===== config.mk =====
export PLATFORM = sky130hd
export DESIGN_NAME = online_digit_collector
export DESIGN_NICKNAME = d
export VERILOG_FILES = /design/src/rtl/online_digit_collector.sv
export SDC_FILE = /design/constraint.sdc
export NUM_CORES = 1
export LEC_CHECK = 0
export ABC_CLOCK_PERIOD_IN_PS = 8750
export CAP_MARGIN = 20
export CORE_MARGIN = 2
export CORE_UTILIZATION = 45
export CTS_BUF_LIST = sky130_fd_sc_hd__clkbuf_8
export CTS_CLUSTER_DIAMETER = 150
export DETAILED_ROUTE_END_ITERATION = 8
export GPL_TIMING_DRIVEN = 0
export PLACE_DENSITY = 0.65
export SLEW_MARGIN = 5
export SYNTH_ARGS = -nofsm -noshare
export SYNTH_HDL_FRONTEND = slang
export SYNTH_SLANG_ARGS = --single-unit

===== constraint.sdc =====
create_clock -name clk -period 8.75 [get_ports clk]
set_clock_uncertainty 0.15 [all_clocks]
set_input_delay 2.625 -clock clk [delete_from_list [all_inputs] [get_ports clk]]
set_output_delay 2.625 -clock clk [all_outputs]
set_load 0.01 [all_outputs]

===== src/rtl/online_digit_collector.sv =====
// Collects an MSDF radix-4 signed-digit stream into a two's-complement result.
// Optional macro ONLINE_OTF_CONVERSION_EN selects on-the-fly Q/QM conversion.
module online_digit_collector #(
  parameter int unsigned DIGITS = 8,
  parameter int unsigned DELAY  = 2,
  localparam int unsigned OUT_W = 2 * DIGITS + 2
) (
  input  logic             clk,
  input  logic             rst,
  input  logic             en,
  input  logic [2:0]       y,
  output logic [OUT_W-1:0] result,
  output logic             out_valid,
  output logic             busy,
  output logic             err
);

  localparam int unsigned SKIP_W = (DELAY < 2) ? 1 : $clog2(DELAY);
  localparam int unsigned DIG_W  = $clog2(DIGITS);

  typedef enum logic [1:0] {IDLE, SKIP, COLLECT} state_t;

  state_t            state;
  logic [SKIP_W-1:0] skip_cnt;
  logic [DIG_W-1:0]  dig_cnt;
  logic [OUT_W-1:0]  value_nxt;
  logic              illegal;
  logic              clear_acc;
  logic              fold_acc;

  assign illegal   = (y == 3'b100);
  assign clear_acc = en && (state == IDLE) && (DELAY != 0);
  assign fold_acc  = en && ((state == COLLECT) || ((state == IDLE) && (DELAY == 0)));

`ifdef ONLINE_OTF_CONVERSION_EN
  // Q holds the value, QM holds value-1; both built by digit concatenation.
  logic [OUT_W-1:0] q, qm, q_base, qm_base, qm_nxt;
  logic [2:0]       y_plus3;

  always_comb begin
    q_base    = (state == IDLE) ? '0 : q;
    qm_base   = (state == IDLE) ? '1 : qm;
    y_plus3   = 3'd3 + y;
    value_nxt = ((y[2] ? qm_base : q_base) << 2) | {{(OUT_W-2){1'b0}}, y[1:0]};
    // Only the illegal -4 digit gives a negative low term and needs a borrow.
    if (!y[2] && (y != 3'd0))
      qm_nxt = (q_base << 2) | {{(OUT_W-2){1'b0}}, 2'(y[1:0] - 2'd1)};
    else
      qm_nxt = (qm_base << 2) + {{(OUT_W-3){y_plus3[2]}}, y_plus3};
  end

  always_ff @(posedge clk or posedge rst) begin
    if (rst) begin
      q  <= '0;
      qm <= '1;
    end else if (clear_acc) begin
      q  <= '0;
      qm <= '1;
    end else if (fold_acc) begin
      q  <= value_nxt;
      qm <= qm_nxt;
    end
  end
`else
  logic [OUT_W-1:0] acc, acc_base;

  always_comb begin
    acc_base  = (state == IDLE) ? '0 : acc;
    value_nxt = (acc_base << 2) + {{(OUT_W-3){y[2]}}, y};
  end

  always_ff @(posedge clk or posedge rst) begin
    if (rst)            acc <= '0;
    else if (clear_acc) acc <= '0;
    else if (fold_acc)  acc <= value_nxt;
  end
`endif

  // Stream sequencing and registered outputs; en=0 stalls everything.
  always_ff @(posedge clk or posedge rst) begin
    if (rst) begin
      state     <= IDLE;
      skip_cnt  <= '0;
      dig_cnt   <= '0;
      result    <= '0;
      out_valid <= 1'b0;
      busy      <= 1'b0;
      err       <= 1'b0;
    end else begin
      out_valid <= 1'b0;
      if (en) begin
        case (state)
          IDLE: begin
            busy    <= 1'b1;
            err     <= 1'b0;
            dig_cnt <= '0;
            if (DELAY == 0) begin
              err     <= illegal;
              dig_cnt <= DIG_W'(1);
              state   <= COLLECT;
            end else if (DELAY == 1) begin
              state <= COLLECT;
            end else begin
              skip_cnt <= SKIP_W'(1);
              state    <= SKIP;
            end
          end
          SKIP: begin
            if (skip_cnt == SKIP_W'(DELAY - 1)) begin
              dig_cnt <= '0;
              state   <= COLLECT;
            end else begin
              skip_cnt <= skip_cnt + SKIP_W'(1);
            end
          end
          COLLECT: begin
            if (illegal) err <= 1'b1;
            if (dig_cnt == DIG_W'(DIGITS - 1)) begin
              result    <= value_nxt;
              out_valid <= 1'b1;
              busy      <= 1'b0;
              state     <= IDLE;
            end else begin
              dig_cnt <= dig_cnt + DIG_W'(1);
            end
          end
          default: state <= IDLE;
        endcase
      end
    end
  end

endmodule


==> summary.md, run 1 <==
| Metric | Value |
|---|---|
| Status | `complete, no violations` |
| CP Max Fanout | `18` |
| CTS tree | `built` |
| CP required | `8.77 ns` |
| Starting DRT DRC Count | `142` |
| Synth Flop Type | `dfrtp_1` |
| Port bufs | `26` |
| CTS Hold Bufs | `0` |
| Drt pass-1 iters | `4` |
| Ys Warns | `0` |
| Nets | `337` |
| Crit share post-route | `63.4%` |
| Die Height | `79.1 microns` |
| FP Rows | `27` |
| Family with the most delay on the worst path | `compound AO/OA/AOI/OAI gates` |
| Layout cells sized above 1 | `7.01%` |
| Count of cell types in the netlist | `47` |
| Clock sinks | `43` |
| Tmin final | `5.55 ns` |
| Post-synth ARST share | `100%` |
| Actual slew at the worst max-slew pin | `0.881 ns` |
| Max_cap viols | `0` |
| Reg clk slew, reported paths | `0.09 ns` |
| Starting Density | `46.3%` |
| Antenna violations before repair | `0` |
| Die area | `6250 sq um` |
| Peak supply drop | `0.138 mV` |
| Total negative slack | `0 ns` |
| Worst R2R Start | `state[0]$_DFFE_PP0P_` |
| Tot GR Track Use | `19.7%` |
| Cell Count, Final, Fillers Out | `386` |
| Pleak | `0.00136 uW` |
| Placed instance count | `378` |
| Global-route wire length before repair | `9820 microns` |
| Vias in the first global route | `2,086` |
| Max frequency | `180 MHz` |
| Min Hold Slack | `0.329 ns` |
| Worst-path cell with the longest stage delay | `clkdlybuf4s50_1` |
| Hold Path Origin | `result[3]$_DFFE_PP0P_` |
| Hold path endpoint | `result[3]$_DFFE_PP0P_` |
| CTS Root Cell | `clkbuf_8` |
| Vias per cell | `5.43` |
| Hold Crit Depth | `2` |
| Fillers | `514` |
| Drt total wl | `5590 microns` |
| Worst flop-to-flop path endpoint | `result[12]$_DFFE_PP0P_` |
| RSZ-0062 raised after global routing | `false` |
| Core area | `5470 sq um` |
| Antenna-violating nets left | `0` |
| Synth Area per Inst | `9.09 sq um` |
| CTS max path bufs | `2` |
| EDFF count, synth | `0` |
| Gate Count Post-Synth | `279` |
| Post-Synthesis Cell Area | `2540 sq um` |
| Layout area overhead | `20.0%` |
| IO Pins | `27` |
| # diodes | `0` |
| Crit. End Element | `flop` |
| Max_slew headroom | `41.1%` |
| Via count | `2,097` |
| Drt drc | `0` |
| Largest net degree at the start of global routing | `36` |
| Critical path class | `primary input to flop` |
| R2R depth | `11` |
| Die Width | `79.1 microns` |
| HP Class | `flop to flop` |
| Critical Path AT | `5.57 ns` |
| Synth Register Bits | `43` |
| Clk_lat worst skew | `0.30 ns` |
| Crit-path cells | `clkdlybuf4s50_1 > ha_1 > fa_1 > a21o_1 > a221oi_2 > o311a_4 > xor2_1 > o21ai_0` |
| Fin util | `55.6%` |
| CP startpoint kind | `primary input` |
| FF-to-FF setup slack | `5.20 ns` |
| Hold Violations, Final | `0` |
| Dpl hpwl | `4070 microns` |
| Wire per inst | `14.5 microns` |
| Area of the multi-input gates | `1380 sq um` |
| CP Buf/Inv Count | `1` |
| CTS H-Tree Depth | `2` |
| PostCTS Resize Cnt | `0` |
| PD cells | `261 nW/um^2` |
| FF/Latch Area | `1080 sq um` |
| Final setup violation count | `0` |
| Syn Nets | `303` |
| Postcts setup bufs | `0` |
| GRT overflow | `0` |
| Sequential area share after synthesis | `42.4%` |
| Pins Over Slew Limit | `0` |
| Num CTS Buffers | `5` |
| Overall Power | `795 uW` |
| Slowest cell delay on critical path | `0.88 ns` |
| Global placement routability congestion | `0.928` |
## worst max-delay path by stage
stage          from                     end  slack, ns  cells after the start
2_1_floorplan  y[2]  result[12]$_DFFE_PP0P_       4.23                      7
3_3_place_gp   y[2]  result[12]$_DFFE_PP0P_       2.92                      8
3_5_place_dp   y[2]  result[12]$_DFFE_PP0P_       2.93                      8
4_1_cts        y[2]  result[12]$_DFFE_PP0P_       3.22                      8
5_1_grt        y[2]  result[12]$_DFFE_PP0P_       3.02                      8
6_report       y[2]  result[12]$_DFFE_PP0P_       3.20                      8
## tightest hold or removal path, stage by stage, from the launching register on
cell	delay, ns
dfrtp_1	0.35
nand2_1	0.05
nand2_1	0.05
## cells in the mapped netlist (2+ instances only)
master / count / area, sq um
nand2_1: 53 / 199
dfrtp_1: 43 / 1080
o21ai_0: 34 / 170
a21oi_1: 17 / 85.1
ha_1: 17 / 213
nor2b_1: 17 / 106
xor2_1: 9 / 78.8
clkbuf_1: 8 / 30.0
nor2_1: 7 / 26.3
a21o_1: 6 / 45.0
inv_1: 6 / 22.5
nand3_1: 6 / 30.0
nand4_1: 6 / 37.5
buf_2: 5 / 25.0
nand2b_1: 5 / 31.3
a22o_1: 4 / 35.0
nor3_1: 3 / 15.0
a221oi_1: 2 / 17.5
o2111ai_1: 2 / 17.5
xnor2_1: 2 / 17.5
## state kept, by name, summed over array words and instances (netlist names)
| signal | count |
|---|---|
| err | 1 |
| busy | 1 |
| result | 18 |
| out_valid | 1 |
| acc | 16 |
| state | 2 |
| dig_cnt | 3 |
| skip_cnt | 1 |
## final cells by class
class / count / share of cell area [%]
plain buffers: 13 / 1.81
repair buffers: 27 / 9.21
well taps: 72 / 2.96
inverters: 6 / 0.740
clock inverters: 3 / 2.22
clock buffers: 5 / 2.26
multi-input cells: 217 / 45.4
flip-flops and latches: 43 / 35.4
## logic make-up (layout without fill, tap and decap cells)
group                      Yosys count  in the layout  synth area share, %
DFF                                 43             43                 42.4
and+or+nand+nor                    105            105                 19.7
muxes                                2              2                0.839
xor gates and xnor gates            11             11                 3.80
buffers and inverters               19             54                 3.06
adders and majority gates           18             18                 9.18
AOI/OAI and AO/OA                   81             81                 21.0
## report_power, final
group          total [uW]  switching [uW]  internal, uW
clock network         184            70.4           114
logic                 353             216           137
registers             259            19.1           239
## metrics by stage
step	area (sq um)	setup WS (ns)
2_1_floorplan	2540	4.23
3_3_place_gp	2890	2.92
3_5_place_dp	2910	2.93
4_1_cts	3040	3.22
5_1_grt	3040	3.02
6_report	3040	3.20
## placed cells by master, fill, tap and decap left out, drive strengths merged, types with 7 or more instances in the layout
| master | n |
|---|---|
| a21oi | 17 |
| clkbuf | 13 |
| clkdlybuf4s50 | 26 |
| dfrtp | 43 |
| ha | 17 |
| nand2 | 54 |
| nor2 | 7 |
| nor2b | 17 |
| o21ai | 34 |
| xor2 | 9 |
## per-layer routing
layer / up-vias / routed length [microns] / track usage (%)
li1: 1061 / - / -
met1: 988 / 2750 / 27.8
met3: 5 / 194 / 2.73
met4: 0 / 42 / 5.69
met5: - / 0 / 0
met2: 43 / 2600 / 31.9
(Power assumes the default switching activity.)
==> run 2, diff against run 1 <==
--- a/config.mk
+++ b/config.mk
@@ -5,7 +5,7 @@
 export SDC_FILE = /design/constraint.sdc
 export NUM_CORES = 1
 export LEC_CHECK = 0
-export ABC_CLOCK_PERIOD_IN_PS = 8750
+export ABC_CLOCK_PERIOD_IN_PS = 4500
 export CAP_MARGIN = 20
 export CORE_MARGIN = 2
 export CORE_UTILIZATION = 45
@@ -13,7 +13,7 @@
 export CTS_CLUSTER_DIAMETER = 150
 export DETAILED_ROUTE_END_ITERATION = 8
 export GPL_TIMING_DRIVEN = 0
-export PLACE_DENSITY = 0.65
+export PLACE_DENSITY = 0.67
 export SLEW_MARGIN = 5
 export SYNTH_ARGS = -nofsm -noshare
 export SYNTH_HDL_FRONTEND = slang
==> constraint.sdc (replaced) <==
create_clock -name clk -period 4.5 [get_ports clk]
set_clock_uncertainty 0.15 [all_clocks]
set_input_delay 1.35 -clock clk [delete_from_list [all_inputs] [get_ports clk]]
set_output_delay 1.35 -clock clk [all_outputs]
set_load 0.01 [all_outputs]
==> run 2 against run 1 <==
Compared with the run above: setup slack got worse by 3.0 ns; via count down 1.0%; die area unchanged; sequential power increased by 94%; largest cell class unchanged.
==> summary.md, run 2 (synthesis results as in run 1) <==
| Metric | Value |
|---|---|
| Hold Path Origin | `result[11]$_DFFE_PP0P_` |
| Port bufs | `26 (unchanged)` |
| Actual slew at the worst max-slew pin | `0.885 ns (+0.00353 ns)` |
| Area of the multi-input gates | `1380 sq um (unchanged)` |
| Placed instance count | `378 (unchanged)` |
| Die area | `6250 sq um (unchanged)` |
| CTS Hold Bufs | `0 (unchanged)` |
| Clk_lat worst skew | `0.31 ns (about the same)` |
| CTS Root Cell | `clkbuf_8` |
| Critical path class | `primary input to flop` |
| CP Max Fanout | `18 (unchanged)` |
| Max frequency | `231 MHz` |
| Critical Path AT | `4.34 ns (-1.23 ns)` |
| Hold Crit Depth | `2 (unchanged)` |
| Worst-path cell with the longest stage delay | `clkdlybuf4s50_1` |
| Pins Over Slew Limit | `0 (unchanged)` |
| PostCTS Resize Cnt | `0 (unchanged)` |
| Reg clk slew, reported paths | `0.07 ns (-0.02 ns)` |
| Global placement routability congestion | `0.883 (-4.9%)` |
| Num CTS Buffers | `5 (unchanged)` |
| CTS max path bufs | `2 (unchanged)` |
| Die Width | `79.1 microns (unchanged)` |
| FF-to-FF setup slack | `0.90 ns (-4.30 ns)` |
| Fin util | `55.5% (-0.069 points)` |
| Drt drc | `0 (unchanged)` |
| Status | `complete, no violations` |
| Crit-path cells | `clkdlybuf4s50_1 > ha_1 > fa_1 > a21o_1 > a221oi_2 > o311a_4 > xor2_1 > o21ai_0` |
| Global-route wire length before repair | `9800 microns (-0.14%)` |
| Nets | `337 (unchanged)` |
| Hold path endpoint | `result[11]$_DFFE_PP0P_` |
| Top reg by flops | `result` |
| Pleak | `0.00137 uW (+0.38%)` |
| Via count | `2,075 (-1.0%)` |
| Largest net degree at the start of global routing | `27 (-25%)` |
| CTS H-Tree Depth | `2 (unchanged)` |
| Starting Density | `46.3% (unchanged)` |
| Layout cells sized above 1 | `6.69% (-0.32 points)` |
| Tmin final | `4.32 ns` |
| Drt total wl | `5610 microns (+0.39%)` |
| Starting DRT DRC Count | `131 (-7.7%)` |
| CP Buf/Inv Count | `1 (unchanged)` |
| R2R depth | `11 (unchanged)` |
| Wire per inst | `14.5 microns (+0.39%)` |
| Worst flop-to-flop path endpoint | `result[12]$_DFFE_PP0P_` |
| Dpl hpwl | `4070 microns (about the same)` |
| Antenna violations before repair | `0 (unchanged)` |
| # diodes | `0 (unchanged)` |
| Placed inst area | `2910 sq um (unchanged)` |
| Final setup violation count | `0 (unchanged)` |
| Max_cap viols | `0 (unchanged)` |
| Family with the most delay on the worst path | `compound AO/OA/AOI/OAI gates` |
| Min Hold Slack | `0.327 ns (-0.00172 ns)` |
| Drt pass-1 iters | `4 (unchanged)` |
| RSZ-0062 raised after global routing | `false` |
| Layout area overhead | `19.8%` |
| FF/Latch Area | `1080 sq um (unchanged)` |
| CP startpoint kind | `primary input` |
| Max_slew headroom | `40.8% (-0.24 points)` |
| GRT overflow | `0 (unchanged)` |
| Fillers | `531 (+3.3%)` |
| FP Rows | `27 (unchanged)` |
| Peak supply drop | `0.335 mV (+140%)` |
| Most frequent cells in the layout | `nand2_1 (53), dfrtp_1 (43), o21ai_0 (34), clkdlybuf4s50_1 (26)` |
| Crit share post-route | `96.0%` |
| Biggest regs | `result: 18 flops, acc: 16 flops, dig_cnt: 3 flops` |
| CTS tree | `built` |
| Max reg flops | `18 (unchanged)` |
| Cell Count, Final, Fillers Out | `386 (unchanged)` |
| Die Height | `79.1 microns (unchanged)` |
| Crit. End Element | `flop` |
| PD cells | `509 nW/um^2 (+95%)` |
| Worst R2R Start | `state[0]$_DFFE_PP0P_` |
| Vias per cell | `5.38 (-1.0%)` |
| Hold Violations, Final | `0 (unchanged)` |
| Antenna-violating nets left | `0 (unchanged)` |
| CP required | `4.52 ns (-4.25 ns)` |
| HP Class | `flop to flop` |
| Overall Power | `1550 uW (+95%)` |
| Vias in the first global route | `2,057 (-1.4%)` |
| Final Cell Area | `3040 sq um (-0.12%)` |
| Commonest non-fill, non-tap cell in the layout | `nand2_1` |
| Core area | `5470 sq um (unchanged)` |
| Tot GR Track Use | `20.1% (+0.33 points)` |
| Postcts setup bufs | `0 (unchanged)` |
| Clock sinks | `43 (unchanged)` |
| IO Pins | `27 (unchanged)` |
| Slowest cell delay on critical path | `0.88 ns (about the same)` |
==> run 2: changes by cell type in the layout (fill, tap and decap cells not counted), sizes merged <==
cell	previous run	this run
clkinvlp	1	0
inv	6	7
==> run 2: worst max path at each step <==
stage	start	to	slack, ns	depth (start not counted)
after global routing	y[2]	result[12]$_DFFE_PP0P_	0.03	8
after floorplan	y[2]	result[12]$_DFFE_PP0P_	1.26	7
after CTS	y[2]	result[12]$_DFFE_PP0P_	0.20	8
after global placement	y[2]	result[12]$_DFFE_PP0P_	-0.05	8
after detailed placement	y[2]	result[12]$_DFFE_PP0P_	-0.08	8
final	y[2]	result[12]$_DFFE_PP0P_	0.18	8
==> run 2: cell type report <==
type / instances / area share, %
timing repair buffer: 27 / 9.22
clock inverter: 3 / 2.10
inverter: 6 / 0.741
clock buffer: 5 / 2.26
multi-input combinational: 217 / 45.5
buffer: 13 / 1.81
sequential: 43 / 35.4
tap: 72 / 2.96
==> run 2: power breakdown <==
group / switching (uW) / total (uW) / internal (uW)
Clock: 138 / 358 / 220
Sequential: 37.2 / 503 / 466
Combinational: 420 / 687 / 267
Total: 596 / 1550 / 952
==> run 2: layer usage <==
metal	global-route usage (%)	vias up	share of wire [%]
li1	-	1055	-
met3	3.86	7	3.4
met4	6.72	0	0.86
met1	28.7	983	51
met2	30.6	30	45
met5	0	-	0
==> run 2: stage by stage <==
stage / setup TNS, ns / setup slack (ns)
floorplan: 0 / 1.26
global placement: -0.0954 / -0.0519
detailed placement: -0.225 / -0.0776
CTS: 0 / 0.196
global route: 0 / 0.0307
finish: 0 / 0.179
==> run 2: worst min-delay path, delay by kind of cell, from the launching register on <==
| kind | cells | cell delay (ns) |
|---|---|---|
| AND/OR/NAND/NOR | 1 | 0.04 |
| AO/OA/AOI/OAI | 1 | 0.05 |
| flip-flops | 1 | 0.34 |
==> run 3, diff against run 2 <==
--- a/config.mk
+++ b/config.mk
@@ -7,6 +7,7 @@
 export LEC_CHECK = 0
 export ABC_CLOCK_PERIOD_IN_PS = 4500
 export CAP_MARGIN = 20
+export CORE_ASPECT_RATIO = 0.5
 export CORE_MARGIN = 2
 export CORE_UTILIZATION = 45
 export CTS_BUF_LIST = sky130_fd_sc_hd__clkbuf_8
==> run 3 against run 2 <==
Compared with the run above: via count rose by 2.0%; non-clock buffer count did not move; hold slack improved by 0.0032 ns; global-route usage fell by 0.91 points; clock power barely moved; die area rose by 0.58%; critical path type unchanged; largest cell class unchanged; highest routed layer unchanged.
==> summary.md, run 3 (synthesis results as in run 1) <==
| Metric | Value |
|---|---|
| Most frequent cells in the layout | `nand2_1 (53), dfrtp_1 (43), o21ai_0 (34), clkdlybuf4s50_1 (26)` |
| Global placement routability congestion | `0.945 (+7.1%)` |
| Final setup violation count | `0 (unchanged)` |
| CTS max path bufs | `2 (unchanged)` |
| Critical path class | `primary input to flop` |
| CTS tree | `built` |
| Crit share post-route | `95.9% (-0.16 points)` |
| Placed inst area | `2910 sq um (about the same)` |
| Fillers | `527 (-0.75%)` |
| Dpl hpwl | `4280 microns (+5.1%)` |
| Critical Path AT | `4.33 ns (about the same)` |
| Largest net degree at the start of global routing | `27 (unchanged)` |
| Antenna-violating nets left | `0 (unchanged)` |
| Port bufs | `26 (unchanged)` |
| Top reg by flops | `result` |
| CP startpoint kind | `primary input` |
| Commonest non-fill, non-tap cell in the layout | `nand2_1` |
| Actual slew at the worst max-slew pin | `0.867 ns (-0.0179 ns)` |
| Antenna violations before repair | `0 (unchanged)` |
| FP Rows | `19 (-30%)` |
| Starting Density | `46.4% (about the same)` |
| Reg clk slew, reported paths | `0.08 ns (about the same)` |
| Fin util | `55.6% (+0.074 points)` |
| PD cells | `509 nW/um^2 (about the same)` |
| CTS Hold Bufs | `0 (unchanged)` |
| IO Pins | `27 (unchanged)` |
| Die area | `6290 sq um (+0.58%)` |
| Peak supply drop | `0.206 mV (-39%)` |
| Max reg flops | `18 (unchanged)` |
| Drt total wl | `5640 microns (+0.55%)` |
| Vias per cell | `5.47 (+1.7%)` |
| R2R depth | `11 (unchanged)` |
| Hold path endpoint | `result[10]$_DFFE_PP0P_` |
| Post-place setup slack | `-0.131 ns (-0.0530 ns)` |
| FF-to-FF setup slack | `0.93 ns (+0.03 ns)` |
| Global-route wire length before repair | `9240 microns (-5.8%)` |
| Max_cap viols | `0 (unchanged)` |
| Num CTS Buffers | `5 (unchanged)` |
| Die Height | `57.1 microns (-28%)` |
| PnR worst setup slack | `0.186 ns (+0.00713 ns)` |
| Worst R2R Start | `state[0]$_DFFE_PP0P_` |
| Layout area overhead | `19.9% (about the same)` |
| Tmin final | `4.31 ns (-0.00713 ns)` |
| # diodes | `0 (unchanged)` |
| Pins Over Slew Limit | `0 (unchanged)` |
| Starting DRT DRC Count | `99 (-24%)` |
| Drt pass-1 iters | `4 (unchanged)` |
| CP required | `4.51 ns (about the same)` |
| Max frequency | `232 MHz (+0.17%)` |
| Crit. End Element | `flop` |
| Hold Path Origin | `result[10]$_DFFE_PP0P_` |
| Wire per inst | `14.6 microns (+0.29%)` |
| Overall Power | `1550 uW (about the same)` |
| Total negative slack | `0 ns (unchanged)` |
| Via count | `2,116 (+2.0%)` |
| Biggest regs | `result: 18 flops, acc: 16 flops, dig_cnt: 3 flops` |
| Status | `complete, no violations` |
| GRT overflow | `0 (unchanged)` |
| Critical path origin | `y[2]` |
| Final Cell Area | `3040 sq um (about the same)` |
| Vias in the first global route | `1,875 (-8.8%)` |
| Tot GR Track Use | `19.2% (-0.91 points)` |
| Hold Crit Depth | `2 (unchanged)` |
| Layout cells sized above 1 | `6.69% (unchanged)` |
| CP Max Fanout | `18 (unchanged)` |
| Core area | `5470 sq um (about the same)` |
| Drt drc | `0 (unchanged)` |
| CTS Root Cell | `clkbuf_8` |
| Hold Violations, Final | `0 (unchanged)` |
| Max_slew headroom | `42.0% (+1.2 points)` |
| Clock sinks | `43 (unchanged)` |
| Clk_lat worst skew | `0.30 ns (about the same)` |
| Die Width | `110 microns (+39%)` |
| Nets | `337 (unchanged)` |
| HP Class | `flop to flop` |
| PostCTS Resize Cnt | `0 (unchanged)` |
| CTS H-Tree Depth | `2 (unchanged)` |
| RSZ-0062 raised after global routing | `false` |
| Postcts setup bufs | `0 (unchanged)` |
| Worst flop-to-flop path endpoint | `result[12]$_DFFE_PP0P_` |
| Pleak | `0.00137 uW (unchanged)` |
run 3: metal layers:
metal	vias up	part of all wire [%]	track usage, %
li1	1057	-	-
met1	1010	51	29.5
met2	44	42	27.3
met3	5	5.8	3.89
met4	0	0.85	5.36
met5	-	0	0
run 3: through the flow:
| stage | hold WS (ns) | instances |
|---|---|---|
| floorplan | 0.292 | 279 |
| global route | 0.354 | 387 |
| global placement | 0.308 | 378 |
| finish | 0.330 | 387 |
| detailed placement | 0.315 | 379 |
| CTS | 0.335 | 387 |
run 3: critical path, stage by stage:
cell and delay, ns:
clkdlybuf4s50_1 0.87, ha_1 0.51, fa_1 0.42, a21o_1 0.24, a221oi_2 0.36, o311a_4 0.27
xor2_1 0.18, o21ai_0 0.11
run 3: worst max path at each step:
| stage | slack, ns | to | depth (start not counted) |
|---|---|---|---|
| 3_5_place_dp | -0.13 | result[12]$_DFFE_PP0P_ | 8 |
| 5_1_grt | 0.002 | result[12]$_DFFE_PP0P_ | 8 |
| 6_report | 0.19 | result[12]$_DFFE_PP0P_ | 8 |
| 4_1_cts | 0.18 | result[12]$_DFFE_PP0P_ | 8 |
| 3_3_place_gp | -0.09 | result[12]$_DFFE_PP0P_ | 8 |
| 2_1_floorplan | 1.26 | result[12]$_DFFE_PP0P_ | 7 |
run 3: final cells by class:
class	instances	area, sq um	area share (%)
multi-input cells	217	1380	45.5
flip-flops and latches	43	1080	35.4
repair buffers	27	280	9.22
well taps	73	91.3	3.00
clock buffers	5	68.8	2.26
clock inverters	3	63.8	2.10
plain buffers	13	55.1	1.81
inverters	6	22.5	0.741
run 3: report_power, final:
part           total (uW)  internal [uW]  switching [uW]
Sequential            504            466            38.2
Clock                 357            220             137
Combinational         687            267             420
